<file path="config.mk">
export PLATFORM = sky130hd
export DESIGN_NAME = contour_bin_stats_flat
export DESIGN_NICKNAME = d
export VERILOG_FILES = /design/src/rtl/contour_bin_stats_if.sv /design/src/rtl/contour_bin_stats.sv /design/src/flat_wrapper.sv
export SDC_FILE = /design/constraint.sdc
export NUM_CORES = 1
export LEC_CHECK = 0
export CAP_MARGIN = 40
export CORE_ASPECT_RATIO = 0.9
export CORE_UTILIZATION = 55
export DETAILED_ROUTE_END_ITERATION = 7
export PLACE_DENSITY = 0.73
export SLEW_MARGIN = 30
export SYNTH_ARGS = -nofsm -noshare
export SYNTH_HDL_FRONTEND = slang
export SYNTH_SLANG_ARGS = --single-unit
</file>
<file path="constraint.sdc">
create_clock -name clk -period 6.2 [get_ports clk]
set_input_delay 1.24 -clock clk [delete_from_list [all_inputs] [get_ports clk]]
set_output_delay 1.24 -clock clk [all_outputs]
set_load 0.005 [all_outputs]
</file>
<file path="src/rtl/contour_bin_stats_if.sv">
// contour_bin_stats_if: groups the scan handshake, label BRAM read port and bin readback port
//   master: start, label_data, bin_sel driven by the host/BRAM side
//   slave : busy, done, label_addr and bin_* results driven by contour_bin_stats
interface contour_bin_stats_if #(parameter int ADDR_W = 19);
   logic              start;
   logic              busy;
   logic              done;
   logic [ADDR_W-1:0] label_addr;
   logic [2:0]        label_data;
   logic [2:0]        bin_sel;
   logic [18:0]       bin_count;
   logic [9:0]        bin_xmin;
   logic [9:0]        bin_xmax;
   logic [8:0]        bin_ymin;
   logic [8:0]        bin_ymax;
   logic              bin_present;
   modport master (
      output start, label_data, bin_sel,
      input  busy, done, label_addr, bin_count, bin_xmin, bin_xmax, bin_ymin, bin_ymax, bin_present
   );
   modport slave (
      input  start, label_data, bin_sel,
      output busy, done, label_addr, bin_count, bin_xmin, bin_xmax, bin_ymin, bin_ymax, bin_present
   );
endinterface

</file>
<file path="src/rtl/contour_bin_stats.sv">
// contour_bin_stats: scans the label BRAM and accumulates per-bin pixel count and bounding box
//   clk, reset : clock and synchronous active-high reset
//   bus (slave): start/busy/done handshake, label_addr/label_data BRAM read port,
//                bin_sel -> registered bin_count/bin_xmin/bin_xmax/bin_ymin/bin_ymax/bin_present
module contour_bin_stats #(
   parameter int WIDTH        = 640,
   parameter int HEIGHT       = 480,
   parameter int ADDR_W       = 19,
   parameter int READ_LATENCY = 2
) (
   input logic               clk,
   input logic               reset,
   contour_bin_stats_if.slave bus
);
   localparam int RL = READ_LATENCY;
   localparam logic [ADDR_W-1:0] LAST = ADDR_W'(WIDTH * HEIGHT - 1);
   localparam logic [9:0] XL = 10'(WIDTH - 1);
   typedef enum logic [1:0] {IDLE, SCAN, DRAIN, DONE} state_t;
   state_t            state;
   logic [ADDR_W-1:0] addr;
   logic [9:0]        x;
   logic [8:0]        y;
   logic [2:0]        dcnt;
   logic              busy_r, done_r;
   // coordinates of each in-flight read, aligned with label_data at stage RL-1
   logic [9:0]        px [RL];
   logic [8:0]        py [RL];
   logic              pv [RL];
   // entry 0 is never updated, so selecting bin 0 reads back as empty
   logic [18:0]       cnt [8];
   logic [9:0]        xmn [8], xmx [8];
   logic [8:0]        ymn [8], ymx [8];
   logic [18:0]       rc;
   logic [9:0]        rxn, rxx;
   logic [8:0]        ryn, ryx;
   logic              rp;
   logic [2:0]        l;
   logic              sel_ok;
   assign l = bus.label_data;
   assign sel_ok = cnt[bus.bin_sel] != '0;
   assign bus.label_addr  = addr;
   assign bus.busy        = busy_r;
   assign bus.done        = done_r;
   assign bus.bin_count   = rc;
   assign bus.bin_xmin    = rxn;
   assign bus.bin_xmax    = rxx;
   assign bus.bin_ymin    = ryn;
   assign bus.bin_ymax    = ryx;
   assign bus.bin_present = rp;
   always_ff @(posedge clk) begin
      if (reset) begin
         state  <= IDLE;
         addr   <= '0;
         x      <= '0;
         y      <= '0;
         dcnt   <= '0;
         busy_r <= 1'b0;
         done_r <= 1'b0;
         {rc, rxn, rxx, ryn, ryx, rp} <= '0;
         for (int i = 0; i < RL; i++) pv[i] <= 1'b0;
         for (int i = 0; i < 8; i++) begin
            cnt[i] <= '0;
            xmn[i] <= '1;
            xmx[i] <= '0;
            ymn[i] <= '1;
            ymx[i] <= '0;
         end
      end else begin
         for (int i = RL - 1; i > 0; i--) begin
            px[i] <= px[i-1];
            py[i] <= py[i-1];
            pv[i] <= pv[i-1];
         end
         px[0] <= x;
         py[0] <= y;
         pv[0] <= state == SCAN;
         if (pv[RL-1] && l != 3'd0) begin
            cnt[l] <= cnt[l] + 19'd1;
            xmn[l] <= px[RL-1] < xmn[l] ? px[RL-1] : xmn[l];
            xmx[l] <= px[RL-1] > xmx[l] ? px[RL-1] : xmx[l];
            ymn[l] <= py[RL-1] < ymn[l] ? py[RL-1] : ymn[l];
            ymx[l] <= py[RL-1] > ymx[l] ? py[RL-1] : ymx[l];
         end
         rc  <= sel_ok ? cnt[bus.bin_sel] : '0;
         rxn <= sel_ok ? xmn[bus.bin_sel] : '0;
         rxx <= sel_ok ? xmx[bus.bin_sel] : '0;
         ryn <= sel_ok ? ymn[bus.bin_sel] : '0;
         ryx <= sel_ok ? ymx[bus.bin_sel] : '0;
         rp  <= sel_ok;
         if ((state == IDLE || state == DONE) && bus.start) begin
            for (int i = 0; i < 8; i++) begin
               cnt[i] <= '0;
               xmn[i] <= '1;
               xmx[i] <= '0;
               ymn[i] <= '1;
               ymx[i] <= '0;
            end
            addr   <= '0;
            x      <= '0;
            y      <= '0;
            done_r <= 1'b0;
            busy_r <= 1'b1;
            state  <= SCAN;
         end else if (state == SCAN) begin
            if (addr == LAST) begin
               dcnt  <= '0;
               state <= DRAIN;
            end else begin
               addr <= addr + 1'b1;
               x    <= x == XL ? 10'd0 : x + 10'd1;
               y    <= x == XL ? y + 9'd1 : y;
            end
         end else if (state == DRAIN) begin
            // one extra cycle past the final accumulate so done appears with stable stats
            if (dcnt == 3'(RL)) begin
               busy_r <= 1'b0;
               done_r <= 1'b1;
               state  <= DONE;
            end else begin
               dcnt <= dcnt + 3'd1;
            end
         end
      end
   end
endmodule

</file>
<file path="src/flat_wrapper.sv">
// flat-port wrapper written by rule: the top's interface ports become plain ports
module contour_bin_stats_flat 
#(
   parameter int WIDTH        = 640,
   parameter int HEIGHT       = 480,
   parameter int ADDR_W       = 19,
   parameter int READ_LATENCY = 2
)
  (clk, reset, bus_start, bus_label_data, bus_bin_sel, bus_busy, bus_done, bus_label_addr, bus_bin_count, bus_bin_xmin, bus_bin_xmax, bus_bin_ymin, bus_bin_ymax, bus_bin_present);
  contour_bin_stats_if #(.ADDR_W(ADDR_W)) bus_i ();
  input logic clk;
  input logic reset;
  input wire logic [$bits(bus_i.start)-1:0] bus_start;
  input wire logic [$bits(bus_i.label_data)-1:0] bus_label_data;
  input wire logic [$bits(bus_i.bin_sel)-1:0] bus_bin_sel;
  output wire logic [$bits(bus_i.busy)-1:0] bus_busy;
  output wire logic [$bits(bus_i.done)-1:0] bus_done;
  output wire logic [$bits(bus_i.label_addr)-1:0] bus_label_addr;
  output wire logic [$bits(bus_i.bin_count)-1:0] bus_bin_count;
  output wire logic [$bits(bus_i.bin_xmin)-1:0] bus_bin_xmin;
  output wire logic [$bits(bus_i.bin_xmax)-1:0] bus_bin_xmax;
  output wire logic [$bits(bus_i.bin_ymin)-1:0] bus_bin_ymin;
  output wire logic [$bits(bus_i.bin_ymax)-1:0] bus_bin_ymax;
  output wire logic [$bits(bus_i.bin_present)-1:0] bus_bin_present;
  assign bus_i.start = bus_start;
  assign bus_i.label_data = bus_label_data;
  assign bus_i.bin_sel = bus_bin_sel;
  assign bus_busy = bus_i.busy;
  assign bus_done = bus_i.done;
  assign bus_label_addr = bus_i.label_addr;
  assign bus_bin_count = bus_i.bin_count;
  assign bus_bin_xmin = bus_i.bin_xmin;
  assign bus_bin_xmax = bus_i.bin_xmax;
  assign bus_bin_ymin = bus_i.bin_ymin;
  assign bus_bin_ymax = bus_i.bin_ymax;
  assign bus_bin_present = bus_i.bin_present;
  contour_bin_stats #(.WIDTH(WIDTH), .HEIGHT(HEIGHT), .ADDR_W(ADDR_W), .READ_LATENCY(READ_LATENCY)) u_core (.clk(clk), .reset(reset), .bus(bus_i));
endmodule
</file>
After elaboration in Yosys (flattened, before gate mapping):

Memories as Yosys holds them, arrays and structs flattened. A register that Yosys moved wholly into a read port is not among the register bits.
Index checks and enable logic that the tools add are counted.

* memory bits (writable): 496
* memories: 8
* flip-flop bits (word level): 65
* output and inout bits: 79

Memory list
* u_core.cnt: depth 8, bits a word 19, rd ports 2, clocked after memory_dff 0, wr ports 8, line contour_bin_stats.sv:30 `logic [18:0] cnt [8];`
* u_core.xmn: depth 8, bits a word 10, rd ports 2, clocked after memory_dff 1, wr ports 8, line contour_bin_stats.sv:31 `logic [9:0] xmn [8], xmx [8];`
* u_core.xmx: depth 8, bits a word 10, rd ports 2, clocked after memory_dff 1, wr ports 8, line contour_bin_stats.sv:31
* u_core.ymn: depth 8, bits a word 9, rd ports 2, clocked after memory_dff 1, wr ports 8, line contour_bin_stats.sv:32 `logic [8:0] ymn [8], ymx [8];`
* u_core.ymx: depth 8, bits a word 9, rd ports 2, clocked after memory_dff 1, wr ports 8, line contour_bin_stats.sv:32
* u_core.px: depth 2, bits a word 10, rd ports 2, clocked after memory_dff 0, wr ports 2, line contour_bin_stats.sv:26 `logic [9:0] px [RL];`
* +2 memories

* multiplexer cells: 84
* equal/unequal tests: 45
* bitwise logic cells: 151
* magnitude comparators: 4
* add/subtract/negate cells: 5
* reductions and logical operators: 26

Operator list (count)
* two-way mux 10 bit: 21
* two-way mux 9 bit: 20
* two-way mux 19 bit: 9
* equality test 3 bit (second input constant): 35
* AND 1 bit: 70
* OR 1 bit: 42
* inverter 1 bit: 39
* adder 19 x 1 -> 19 bit (second input constant): 2
* two-way mux 3 bit: 9
* two-way mux 1 bit: 21
* OR reduction 10 bit: 2
* equality test 19 bit (second input constant): 1
* nonzero test 19 bit: 1
* OR reduction 19 bit: 1
* OR reduction 9 bit: 2
* AND reduction 3 bit: 5
* adder 10 x 1 -> 10 bit (second input constant): 1
* equality test 10 bit (second input constant): 1
* greater-than comparator 10 bit: 1
* less-than comparator 10 bit: 1
* adder 9 x 1 -> 9 bit (second input constant): 1
* greater-than comparator 9 bit: 1
* less-than comparator 9 bit: 1
* nonzero test 3 bit: 3
* other kinds (15): 25

Logic depth before layout (Yosys ltp):

* depth after elaboration: 17
* mapped depth: 17
* gate-level depth less buffers: 11

Worst setup path after synthesis:

Ideal clock, no wire load.

* kind: input port to flip-flop
* start: input port bus_label_data[0]
* end: memory u_core.ymn[2][0] (data pin)
* setup slack: 1430 ps
* stages: 16
* path buffers: 7
* arrival: 4496 ps
* setup time: 274 ps
* path through: buf_6 > buf_6 > buf_6 > buf_4 > buf_6 > buf_2 > mux4_2 > mux2i_1 > ha_1 > a21o_1 > a21o_1 > a21oi_1 > o211ai_1 > buf_4 > o21ai_1 > nand2_1

RTL lines
* start, declared: line flat_wrapper.sv:14 `input wire logic [$bits(bus_i.label_data)-1:0] bus_label_data;`
* end, declared: line contour_bin_stats.sv:32

==> impl_metrics.toml <==
[placement]
numPortBuffers = 87
dpl_cell_area_sq_um = 30700
dp_hpwl_microns = 43400
gp_congestion = 0.859

[timing]
skew_ns = 0.0175
worst_slew_pin_slew_ns = 0.886
rsz0062_at_grt = "no"
finalHoldViolCount = 0
setup_viol = 0
finalCritPeriodShare_pct = 73.7
max-slew-margin-rel_pct = 40.9
slew_viol_final = 0
finalCriticalPeriod_ns = 4.57
fin_tns_setup_ns = 0
max_freq_mhz = 219

[clock_tree]
cts_buffer_depth = 3
clkTransAtPathRegs_ns = 0.06
htreeDepth = 2
cts_hold_buffers = 0
numCtsBuffers = 59
clock-sinks = 599
cts_tree = "done"
clk_latency_ns = 0.64
clockRootBuffer = "clkbuf_16"
post_cts_buffers = 0
post_cts_resized = 0

[yosys]
netlist_area_sq_um = 28800
syn_area_per_cell_sq_um = 14.2
synth_top_family_by_area = "multiplexers"
async_flop_share_pct = 0
synth-simple-area-share_pct = 10.5
synth_xor_area_share_pct = 1.65
synthCells = 2028
synth_fa_ha_area_share_pct = 1.91
synth_warnings = 0
synth-edff-count = 494
ys_ff_latch = 599
synth.mux.area_fraction_pct = 22.1
synth.distinct_cells = 69
ys.flop_type = "edfxtp_1"
synth_compound_area_share_pct = 2.41
ys_seq_area_share_pct = 58.8

[grt]
antenna_found_initial = 1
grt_first_pass_wirelength_microns = 110000
grt_pass1_vias = 18396
gr-total-overflow = 0
grt_max_degree = 70
grt_usage_pct = 27.8

[worst_setup_path]
cp_slowest_cell = "buf_6"
r2r_setup_slack_ns = 2.86
worstPathMaxFanout = 65
slowest_delay_ns = 0.54
r2r_end = "u_core.cnt[6][16]"
arrival_ns = 4.93
cp-end-kind = "flip-flop"
critPathLaunchType = "input port"
path_class = "input port to flip-flop"
crit_required_ns = 6.56
crit_chain = "buf_6 -> buf_4 -> mux4_2 -> mux2i_1 -> ha_1 -> a21o_1 -> a21o_1 -> a21oi_1 -> o211ai_2 -> mux2i_1 -> nand2_1"
reg2reg_from = "u_core.cnt[4][0]"
rr_worst_depth = 9

[layout]
fin_nets = 2215
area_growth_pct = 13.4
drive_gt1_share_pct = 19.5
design_area_sq_um = 32600

[detailed_routing]
drc = 0
vias = 18235
viasPerCell = 6.29
wl_microns = 72800
final_antenna_net_count = 0
drt_first_pass_iters = 5
drt_iter0_drc = 1989
wire_per_inst_microns = 25.1

[min_path]
hold_path.startpoint = "u_core.py[0][2]"
hold_end = "u_core.py[0][11]"
whs_path_depth = 0
min_path_type = "flip-flop to flip-flop"

[floorplan]
die-area_sq_um = 53200
fp-row-count = 79
ios = 88
die_y_microns = 219
die_w_microns = 243
start_util_pct = 55.7
coreArea_sq_um = 51700

[power]
leakagePower_nw = 11.3
ir_drop_mv = 0.215
power_density_nw_per_um2 = 295
power_mw = 9.63

[job]
drv_cap = 0

[outcome]
outcome = "finished clean"
==> cell usage in the layout, fill, tap and decap left out, types with 14 or more instances in the layout <==
master and n:
and3_1 14, buf_4 49, a21oi_1 26, nand3_1 16
clkdlybuf4s50_1 83, mux2_2 36, nor2_1 378, clkbuf_1 20
mux2i_1 125, xor2_1 28, xnor2_1 15, conb_1 57
nand2_1 197, dfxtp_1 105, edfxtp_1 494, nand4_1 22
mux4_2 206, clkbuf_16 60, ha_1 44, inv_1 31
==> critical path: cells and delay by family <==
family / cells / cell delay [ns]
compound gates: 4 / 0.80
fa+ha+maj: 1 / 0.33
buf+inv: 2 / 1.07
mux: 3 / 1.27
simple gates: 1 / 0.11
==> flip-flops by register name, summed over array words and instances, names as in the netlist, 3 cells and up <==
| name | flops |
|---|---|
| u_core.px | 20 |
| u_core.py | 18 |
| u_core.xmn | 80 |
| u_core.bus.bin_count | 19 |
| u_core.cnt | 152 |
| u_core.bus.bin_ymin | 9 |
| u_core.xmx | 80 |
| u_core.bus.bin_ymax | 9 |
| u_core.dcnt | 3 |
| u_core.x | 10 |
| u_core.bus.bin_xmax | 10 |
| u_core.ymx | 72 |
| u_core.ymn | 72 |
| u_core.bus.bin_xmin | 10 |
| u_core.bus.label_addr | 19 |
| u_core.y | 9 |
==> area by class of cell <==
| cell class | instances | area (sq um) |
|---|---|---|
| fill | 3763 | 19100 |
| sequential | 599 | 16900 |
| multi-input combinational | 1324 | 11400 |
| clock buffer | 90 | 1710 |
| timing repair buffer | 144 | 1400 |
| tap | 688 | 861 |
| clock inverter | 21 | 224 |
| inverter | 34 | 131 |
| antenna | 1 | 2.50 |
==> cells by family after synthesis <==
group	Yosys count
fa+ha+maj	44
xor+xnor	49
mux	369
compound gates	96
other cells	2
flops	599
simple gates	709
buf+inv	160
==> power breakdown <==
| part | switching [mW] | total [mW] | internal [mW] |
|---|---|---|---|
| Clock | 1.53 | 3.60 | 2.07 |
| Sequential | 0.126 | 4.78 | 4.65 |
| Combinational | 0.751 | 1.25 | 0.500 |
| Total | 2.40 | 9.63 | 7.22 |
==> synth_stat cells, types with 6 or more instances <==
cell	instances	area (sq um)
a21o_1	11	82.6
a21oi_1	26	130
and2_1	7	43.8
and3_1	14	87.6
and4_1	6	52.6
buf_1	23	86.3
buf_2	26	130
buf_4	7	52.6
buf_6	11	124
clkbuf_1	59	221
dfxtp_1	105	2100
edfxtp_1	494	14800
ha_1	44	551
inv_1	31	116
mux2_2	36	405
mux2i_1	125	1250
mux4_2	206	4640
nand2_1	205	769
nand3_1	16	80.1
nand4_1	22	138
nor2_1	378	1420
nor2b_1	9	56.3
nor3_1	14	70.1
nor4_1	10	62.6
o21ai_0	9	45.0
o21ai_1	10	50.1
xnor2_1	15	131
xnor2_2	6	97.6
xor2_1	28	245
==> worst max-delay path by stage <==
stage | startpoint | endpoint | slack (ns) | depth (start not counted)
after floorplan | bus_label_data[0] | u_core.ymn[2][0] | 1.43 | 16
after global placement | bus_label_data[0] | u_core.xmn[1][0] | 1.02 | 11
after detailed placement | bus_label_data[1] | u_core.xmn[2][0] | 1.10 | 11
after CTS | bus_label_data[1] | u_core.xmn[2][0] | 1.74 | 11
after global routing | bus_label_data[0] | u_core.xmn[2][0] | 1.46 | 11
final | bus_label_data[1] | u_core.xmn[2][0] | 1.63 | 11
==> layer usage <==
layer  vias up  part of all wire [%]  track usage (%)
met4         0                   3.0             9.18
met5         -                     0                0
met3       153                   9.7             5.14
met2       988                    49             45.9
met1      9235                    38             37.5
li1       7859                     -                -
==> metrics by stage <==
step | setup WS, ns | cells | utilization (%) | hold WS [ns]
finish | 1.63 | 2901 | 63.1 | 0.419
global route | 1.46 | 2900 | 63.1 | 0.425
CTS | 1.74 | 2898 | 63.1 | 0.421
detailed placement | 1.10 | 2787 | 59.3 | 0.405
global placement | 1.02 | 2785 | 59.3 | 0.401
floorplan | 1.43 | 2083 | - | 0.400
(Power assumes the default switching activity.)
